## src/rtl/sea_pkg.sv

```systemverilog
// sea_pkg: shared SEA widths, FSM state type and bit/word rotation helpers.
// Helpers operate on the low w bits of an MW-wide vector so any legal W fits.
package sea_pkg;
    localparam int SEA_W = 48;
    localparam int SEA_NR = 16;
    localparam int MW = 384;

    typedef enum logic [1:0] {IDLE, KEXP, DEC, DONE} state_t;
    typedef logic [MW-1:0] vec_t;

    function automatic vec_t rotl(input vec_t x, input int w, input int s);
        vec_t y;
        y = '0;
        for (int i = 0; i < w; i++) y[(i + s) % w] = x[i];
        return y;
    endfunction

    function automatic vec_t rotr(input vec_t x, input int w, input int s);
        return rotl(x, w, w - s);
    endfunction

    // Word 0 sits in the low byte; wordrot moves every word one position up.
    function automatic vec_t wordrot(input vec_t x, input int w);
        return rotl(x, w, 8);
    endfunction

    function automatic vec_t wordrot_inv(input vec_t x, input int w);
        return rotr(x, w, 8);
    endfunction

    // Within each word triple: word 0 rotates right by one, word 2 left by one.
    function automatic vec_t bitrot(input vec_t x, input int w);
        vec_t y;
        y = x;
        for (int j = 0; j < w / 8; j++)
            for (int b = 0; b < 8; b++)
                if (j % 3 == 0) y[8*j + b] = x[8*j + (b + 1) % 8];
                else if (j % 3 == 2) y[8*j + (b + 1) % 8] = x[8*j + b];
        return y;
    endfunction
endpackage

```

## src/rtl/sea_round_f.sv

```systemverilog
// sea_round_f: combinational SEA round function F(x,k) = bitrot(S(x + k bytewise)).
module sea_round_f
    import sea_pkg::*;
#(
    parameter int W = SEA_W
) (
    input  logic [W-1:0] x,
    input  logic [W-1:0] k,
    output logic [W-1:0] f
);
    logic [W-1:0] s, t;
    genvar j;
    for (j = 0; j < W / 8; j++) begin : g_add
        assign s[8*j +: 8] = x[8*j +: 8] + k[8*j +: 8];
    end
    sea_sbox #(.W(W)) u_sbox (.x(s), .y(t));
    assign f = W'(bitrot(MW'(t), W));
endmodule

```

## src/rtl/sea_sbox.sv

```systemverilog
// sea_sbox: SEA bitsliced 3-bit S-box layer over each triple of 8-bit words.
module sea_sbox #(
    parameter int W = 48
) (
    input  logic [W-1:0] x,
    output logic [W-1:0] y
);
    localparam int NT = W / 24;
    genvar i;
    for (i = 0; i < NT; i++) begin : g_t
        logic [7:0] a, b, c, a1, b1;
        assign a = x[24*i +: 8];
        assign b = x[24*i + 8 +: 8];
        assign c = x[24*i + 16 +: 8];
        assign a1 = a ^ (b & c);
        assign b1 = b ^ (c & a1);
        assign y[24*i +: 8] = a1;
        assign y[24*i + 8 +: 8] = b1;
        assign y[24*i + 16 +: 8] = c ^ (a1 | b1);
    end
    // Words that do not complete a triple pass through unchanged.
    if (W > 24 * NT) begin : g_p
        assign y[W-1:24*NT] = x[W-1:24*NT];
    end
endmodule

```

## src/rtl/sea_de_iter.sv

```systemverilog
// sea_de_iter: iterative SEA Feistel decryptor, one round per enabled cycle.
// Optional SEA_DE_KEYCACHE_EN keeps K(NR) of the last expanded key to skip KEXP.
module sea_de_iter
    import sea_pkg::*;
#(
    parameter int NR = SEA_NR,
    parameter int W = SEA_W
) (
    input  logic         clk,
    input  logic         rst,
    input  logic         ena,
    input  logic         in_valid,
    output logic         in_ready,
    input  logic [W-1:0] li,
    input  logic [W-1:0] ri,
    input  logic [W-1:0] ki,
    output logic         out_valid,
    input  logic         out_ready,
    output logic [W-1:0] lio,
    output logic [W-1:0] rio
);
    state_t state;
    logic [5:0] cnt;
    logic [W-1:0] key, f, kf, kb;
`ifdef SEA_DE_KEYCACHE_EN
    logic [W-1:0] ck_ki, ck_k;
    logic ck_v;
`endif

    sea_round_f #(.W(W)) u_f (.x(lio), .k(key), .f(f));

    // cnt always holds the index of the key currently in the key register.
    assign kf = W'(rotl(MW'(key), W, 8)) ^ W'(cnt);
    assign kb = W'(rotr(MW'(key ^ W'(cnt - 6'd1)), W, 8));

    always_ff @(posedge clk or posedge rst) begin
        if (rst) begin
            state <= IDLE;
            cnt <= '0;
            key <= '0;
            lio <= '0;
            rio <= '0;
            in_ready <= 1'b1;
            out_valid <= 1'b0;
`ifdef SEA_DE_KEYCACHE_EN
            ck_ki <= '0;
            ck_k <= '0;
            ck_v <= 1'b0;
`endif
        end else if (ena) begin
            case (state)
                IDLE: begin
                    if (in_valid) begin
                        lio <= li;
                        rio <= ri;
                        in_ready <= 1'b0;
`ifdef SEA_DE_KEYCACHE_EN
                        if (ck_v && ki == ck_ki) begin
                            key <= ck_k;
                            cnt <= 6'(NR);
                            state <= DEC;
                        end else begin
                            key <= ki;
                            cnt <= 6'd1;
                            state <= KEXP;
                            ck_ki <= ki;
                            ck_v <= 1'b0;
                        end
`else
                        key <= ki;
                        cnt <= 6'd1;
                        state <= KEXP;
`endif
                    end
                end
                KEXP: begin
                    key <= kf;
                    cnt <= cnt + 6'd1;
                    if (cnt == 6'(NR - 1)) begin
                        state <= DEC;
`ifdef SEA_DE_KEYCACHE_EN
                        ck_k <= kf;
                        ck_v <= 1'b1;
`endif
                    end
                end
                DEC: begin
                    lio <= W'(wordrot_inv(MW'(rio ^ f), W));
                    rio <= lio;
                    // Stop at round 1 without stepping so the counter never reaches 0.
                    if (cnt == 6'd1) begin
                        state <= DONE;
                        out_valid <= 1'b1;
                    end else begin
                        key <= kb;
                        cnt <= cnt - 6'd1;
                    end
                end
                DONE: begin
                    if (out_ready) begin
                        out_valid <= 1'b0;
                        in_ready <= 1'b1;
                        state <= IDLE;
                    end
                end
                default: state <= IDLE;
            endcase
        end
    end
endmodule

```

## config.mk

```make
export PLATFORM = sky130hd
export DESIGN_NAME = sea_de_iter
export DESIGN_NICKNAME = d
export VERILOG_FILES = /design/src/rtl/sea_pkg.sv /design/src/rtl/sea_round_f.sv /design/src/rtl/sea_sbox.sv /design/src/rtl/sea_de_iter.sv
export SDC_FILE = /design/constraint.sdc
export NUM_CORES = 1
export LEC_CHECK = 0
export BUFFER_PORTS_ARGS = -buffer_cell sky130_fd_sc_hd__buf_2
export CAP_MARGIN = 20
export CORE_MARGIN = 4
export CORE_UTILIZATION = 40
export DETAILED_ROUTE_END_ITERATION = 10
export MAX_ROUTING_LAYER = met4
export SLEW_MARGIN = 15
export SYNTH_ARGS = -nofsm -noshare
export SYNTH_HDL_FRONTEND = slang
export SYNTH_SLANG_ARGS = --single-unit
```

## constraint.sdc

```tcl
create_clock -name clk -period 11.6 [get_ports clk]
set_clock_uncertainty 0.05 [all_clocks]
set_input_delay 0.58 -clock clk [delete_from_list [all_inputs] [get_ports clk]]
set_output_delay 0.58 -clock clk [all_outputs]
set_load 0.02 [all_outputs]
```

Yosys cells after proc, flatten, opt, wreduce, memory -nomap -nowiden
Cells that the tools add are included.
W data, S select, Z words.
{ "totals": {"memories": 0, "inputBits": 149, "reg_bits": 154, "romBits": 0, "latchBits": 0, "out_inout_bits": 98, "ramBits": 0} }
{ "op_classes": {"n_mux": 21, "n_lt_le_gt_ge": 0, "eq_ne": 10, "multipliers": 0, "bitwise_logic": 15, "shift": 0, "n_reduce_logical": 10, "div": 0, "add_sub_neg": 9} }
{ "ops": {"columns": ["cell", "n"], "rows": [
  ["$mux W48", 4],
  ["$pmux W48 S2", 2],
  ["$pmux W48 S3", 1],
  ["$xor A48 B48 Y48", 2],
  ["$add A8 B8 Y8", 6],
  ["$xor A48 B6 Y48", 1],
  ["$xor A8 B8 Y8", 6],
  ["$and A8 B8 Y8", 4],
  ["$pmux W6 S3", 1],
  ["$or A8 B8 Y8", 2],
  ["$mux W6", 2],
  ["$reduce_and A4 Y1", 3],
  ["$ne A2 B2 Y1 const B", 5],
  ["$mux W2", 4],
  ["$pmux W2 S4", 1],
  ["$sub A6 B1 Y7 const B", 1],
  ["$add A6 B1 Y6 const B", 1],
  ["$eq A6 B1 Y1 const B", 1],
  ["$eq A6 B4 Y1 const B", 1],
  ["$reduce_bool A2 Y1", 3],
  ["$sub A6 B1 Y6 const B", 1],
  ["$reduce_and A5 Y1", 1],
  ["$eq A2 B2 Y1 const B", 2],
  ["$mux W1", 4],
  ["other kinds (5)", 6]
]} }

Depth between registers and ports, before layout
{ "logic_depth": {"word_depth": 9, "depth_mapped": 11, "mapped_depth_nobuf": 10} }

Modules after synthesis
A second synthesis with hierarchy kept.
{ "unflattened": {"hier_cells": 1394, "hier_area_um2": 11657.4} }
{ "modules_own_cells": {"columns": ["module", "area_each_um2", "cells_each", "instances"], "rows": [
  ["sea_de_iter", 9181.3, 1070, 1],
  ["sea_round_f", 1835.5, 244, 1],
  ["sea_sbox", 640.6, 80, 1]
]} }

Worst setup path after synthesis
Ideal clock, no wire load.
{ "synth_timing": {"kind": "reg2reg", "start": "register lio[24]", "end": "register lio[30]", "arrival_ns": 2.550, "stages_incl_launch_ff": 10, "setup_slack_ns": 8.931, "period_less_slack_ns": 2.669, "setup_time_ns": 0.069, "cell_sequence": "dfrtp_1 ha_1 fa_1 a21o_1 a21oi_1 nor2b_1 o311ai_1 mux2i_1 or4_1 nand3_1"} }
{ "synth_between": {"elab_chain_len": 6} }
{ "synth_rtl": {"columns": ["item", "line", "text"], "rows": [
  ["start, declared", "sea_de_iter.sv:19", "output logic [W-1:0] lio,"],
  ["start signal, assigned", "sea_de_iter.sv:54", "lio <= li;"],
  ["start signal, assigned", "sea_de_iter.sv:88", "lio <= W'(wordrot_inv(MW'(rio ^ f), W));"],
  ["$add A8 B8 Y8", "sea_round_f.sv:14", "assign s[8*j +: 8] = x[8*j +: 8] + k[8*j +: 8];"],
  ["$xor A8 B8 Y8", "sea_sbox.sv:15", "assign a1 = a ^ (b & c);"],
  ["$and A8 B8 Y8", "sea_sbox.sv:16", "assign b1 = b ^ (c & a1);"],
  ["$xor A8 B8 Y8", "sea_sbox.sv:16", null],
  ["$xor A48 B48 Y48", "sea_de_iter.sv:88", null],
  ["$pmux W48 S2", "sea_de_iter.sv:51", "case (state)"]
]} }
No other way between the ends.
A chain may end at the register's enable or synchronous reset.

Worst setup path in the final report
{ "layout_timing": {"start": "register state[0]", "end": "register lio[30]"} }
{ "layout_between": {"elab_chain_len": 3, "elab_cells_between_ends": 6, "classes_between": "2 x eq/ne; 1 x mux; 3 x reduce/logical"} }
{ "layout_rtl": {"columns": ["item", "line", "text"], "rows": [
  ["start, declared", "sea_de_iter.sv:22", "state_t state;"],
  ["start signal, assigned", "sea_de_iter.sv:38", "state <= IDLE;"],
  ["start signal, assigned", "sea_de_iter.sv:72", "state <= KEXP;"],
  ["start signal, assigned", "sea_de_iter.sv:80", "state <= DEC;"],
  ["$eq A2 B2 Y1 or $logic_not A2 Y1 (tied branches)", "sea_de_iter.sv:51", null],
  ["$reduce_bool A2 Y1 (no line) or $ne A2 B2 Y1 (tied branches)", null, null],
  ["$reduce_and A3 Y1 (no line)", null, null]
]} }
Parallel ways exist; a longest one is shown, timed or not.

==> flow_metrics.env <==
export IMPL_dieArea_um2=29800
export IMPL_grt_first_pass_wirelength_um=56200
export IMPL_cts_htree_levels=4
export IMPL_worst_pin_slew_ns=0.974
export IMPL_yosysMostFrequentCell="o21ai_0"
export IMPL_start_util_pct=40.5
export IMPL_hpwl_um=27300
export IMPL_io_pins=247
export IMPL_clk_latency_ns=0.44
export IMPL_clkTransAtPathRegs_ns=0.07
export IMPL_cts_setup_buffers=0
export IMPL_yosysWarnings=0
export IMPL_cts_buffers=17
export IMPL_min_path_type="in -> async"
export IMPL_clock_path_buffers=2
export IMPL_antenna_found_initial=1
export IMPL_cts_resized=0
export IMPL_required_ns=11.92
export IMPL_cp_start_kind="flop"
export IMPL_yosysSeqAreaShare_pct=35.5
export IMPL_seq_area_um2=3850
export IMPL_netlist_area_leader_share_pct=35.3
export IMPL_reg2reg_depth=8
export IMPL_wire_per_inst_um=20.3
export IMPL_syn_mean_instance_area_um2=8.60
export IMPL_arrival_ns=4.60
export IMPL_die_x_um=173
export IMPL_grt_total_usage_pct=24.7
export IMPL_cp_end_kind="flop"
export IMPL_ant_nets=0
export IMPL_worst_setup_path_type="reg -> reg"
export IMPL_hold_violations=0
export IMPL_clock_sinks=154
export IMPL_maxCapViolCount=0
export IMPL_yosys_top_cells_area="dfrtp_1 (35%), o21ai_0 (9.3%), xnor2_1 (7.3%), nand2_1 (6.9%), mux2i_1 (6.7%)"
export IMPL_maxClockFrequency_ghz=0.233
export IMPL_drt_initial_drc_count=912
export IMPL_fin_util_pct=48.4
export IMPL_synth_distinct_cells=60
export IMPL_core_area_um2=26800
export IMPL_synthToLayoutAreaGrowth_pct=19.4
export IMPL_tns_ns=0
export IMPL_rsz0062_at_grt="no"
export IMPL_layout_drive_gt1_share_pct=20.4
export IMPL_synthArstFlopShare_pct=100
export IMPL_r2r_slack_ns=7.31
export IMPL_min_period_ns=4.29
export IMPL_grt_pass1_vias=9552
export IMPL_rows=60
export IMPL_r2r_start="state[0]$_DFFE_PP0P_"
export IMPL_ys_ff_latch=154
export IMPL_final_nets=1660
export IMPL_synth_cells=1262
export IMPL_ys_flop_type="dfrtp_1"
export IMPL_hold_ws_ns=0.281
export IMPL_drc=0
export IMPL_viasPerCell=5.49
export IMPL_netlist_top_cells_count="o21ai_0 (202), nand2_1 (200), dfrtp_1 (153), xnor2_1 (90), mux2i_1 (73)"
export IMPL_grt_max_degree=112
export IMPL_finalSetupViolCount=0
export IMPL_tritoncts="done"
export IMPL_reg2reg_to="lio[30]$_DFFE_PP0P_"
export IMPL_grt_overflow=0
export IMPL_maxSlewViolCount=0
export IMPL_critPathMaxFanout=111
export IMPL_io_buffer_count=246
export IMPL_dr_pass1_iters=5
export IMPL_clockRootBuffer="clkbuf_16"
export IMPL_gp_congestion=0.935
export IMPL_synth_nets=1466
export IMPL_multiInputGateArea_um2=6620
export IMPL_outcome="finished clean"
export IMPL_via_count=9935
export IMPL_netlist_area_um2=10900
export IMPL_fill_cells=2567
export IMPL_die_h_um=173
export IMPL_yosysTopAreaCell="dfrtp_1"
export IMPL_drt_wl_total_um=36800
export IMPL_min_period_over_period_pct=37.0
export IMPL_slew_headroom_pct=35.1
export IMPL_ctsHoldBuffers=0
export IMPL_synth_edf_count=0
==> metal layers <==
metal | global-route usage [%] | part of all wire [%] | vias up | wire [um]
met5 | - | 0 | - | 0
met4 | 9.08 | 3.7 | 0 | 1360
met3 | 3.98 | 5.5 | 57 | 2040
met2 | 38.2 | 46 | 335 | 17000
met1 | 33.0 | 45 | 4713 | 16400
li1 | - | - | 4830 | -
==> cell type report <==
class	count	area share, %
timing repair buffer	255	10.0
multi-input combinational	1003	51.1
clock buffer	21	3.40
tap	341	3.29
antenna	1	0.0193
sequential	154	29.7
clock inverter	11	1.68
inverter	25	0.772
==> kinds of logic after synthesis <==
kind of cell    synth area share [%]
flops                           35.5
fa+ha+maj                       6.76
mux                             6.73
compound gates                  20.7
xor+xnor                        13.1
simple gates                    13.4
buf+inv                         3.75
==> layout by cell type (no fill, tap or decap), drive strengths merged, types with 11 or more instances in the layout <==
cell | synthesis | routed
a21o | 18 | 18
a21oi | 59 | 59
and3 | 21 | 21
buf | 21 | 255
clkbuf | 59 | 21
dfrtp | 153 | 153
ha | 49 | 49
inv | 24 | 24
mux2i | 73 | 73
nand2 | 201 | 201
nand3 | 17 | 17
nor2 | 52 | 52
nor3 | 11 | 11
o211ai | 44 | 44
o21ai | 202 | 202
xnor2 | 90 | 90
xor2 | 70 | 70
==> worst max path at each step <==
stage | cells after the start | startpoint | endpoint | slack, ns
floorplan | 1 | rst | cnt[0]$_DFFE_PP0P_ | 6.82
global placement | 8 | state[0]$_DFFE_PP0P_ | lio[30]$_DFFE_PP0P_ | 7.38
detailed placement | 8 | state[0]$_DFFE_PP0P_ | lio[30]$_DFFE_PP0P_ | 7.33
CTS | 8 | state[0]$_DFFE_PP0P_ | lio[30]$_DFFE_PP0P_ | 7.33
global route | 8 | state[0]$_DFFE_PP0P_ | lio[30]$_DFFE_PP0P_ | 6.89
finish | 8 | state[0]$_DFFE_PP0P_ | lio[30]$_DFFE_PP0P_ | 7.31
==> critical path, stage by stage (launching register included) <==
cell	delay [ns]
dfrtp_1	0.40
inv_1	0.14
ha_4	0.57
clkinv_2	0.77
o21ai_0	0.59
nand2_4	0.41
buf_4	0.54
or4_1	0.59
nand3_1	0.08
==> registers in the layout (all words and copies together), names as in the netlist <==
| name | flops |
|---|---|
| state | 2 |
| lio | 48 |
| out_valid | 1 |
| in_ready | 1 |
| rio | 48 |
| cnt | 6 |
| key | 48 |
==> through the flow <==
step	cell area, um^2	setup slack, ns	instances
global route	13000	6.89	1811
detailed placement	12300	7.33	1778
finish	13000	7.31	1811
CTS	13000	7.33	1810
global placement	12300	7.38	1778
floorplan	10900	6.82	1262
Power is left out: the tool's default activity adds up to more than one toggle a clock period on the data nets, which glitch-free logic cannot reach.
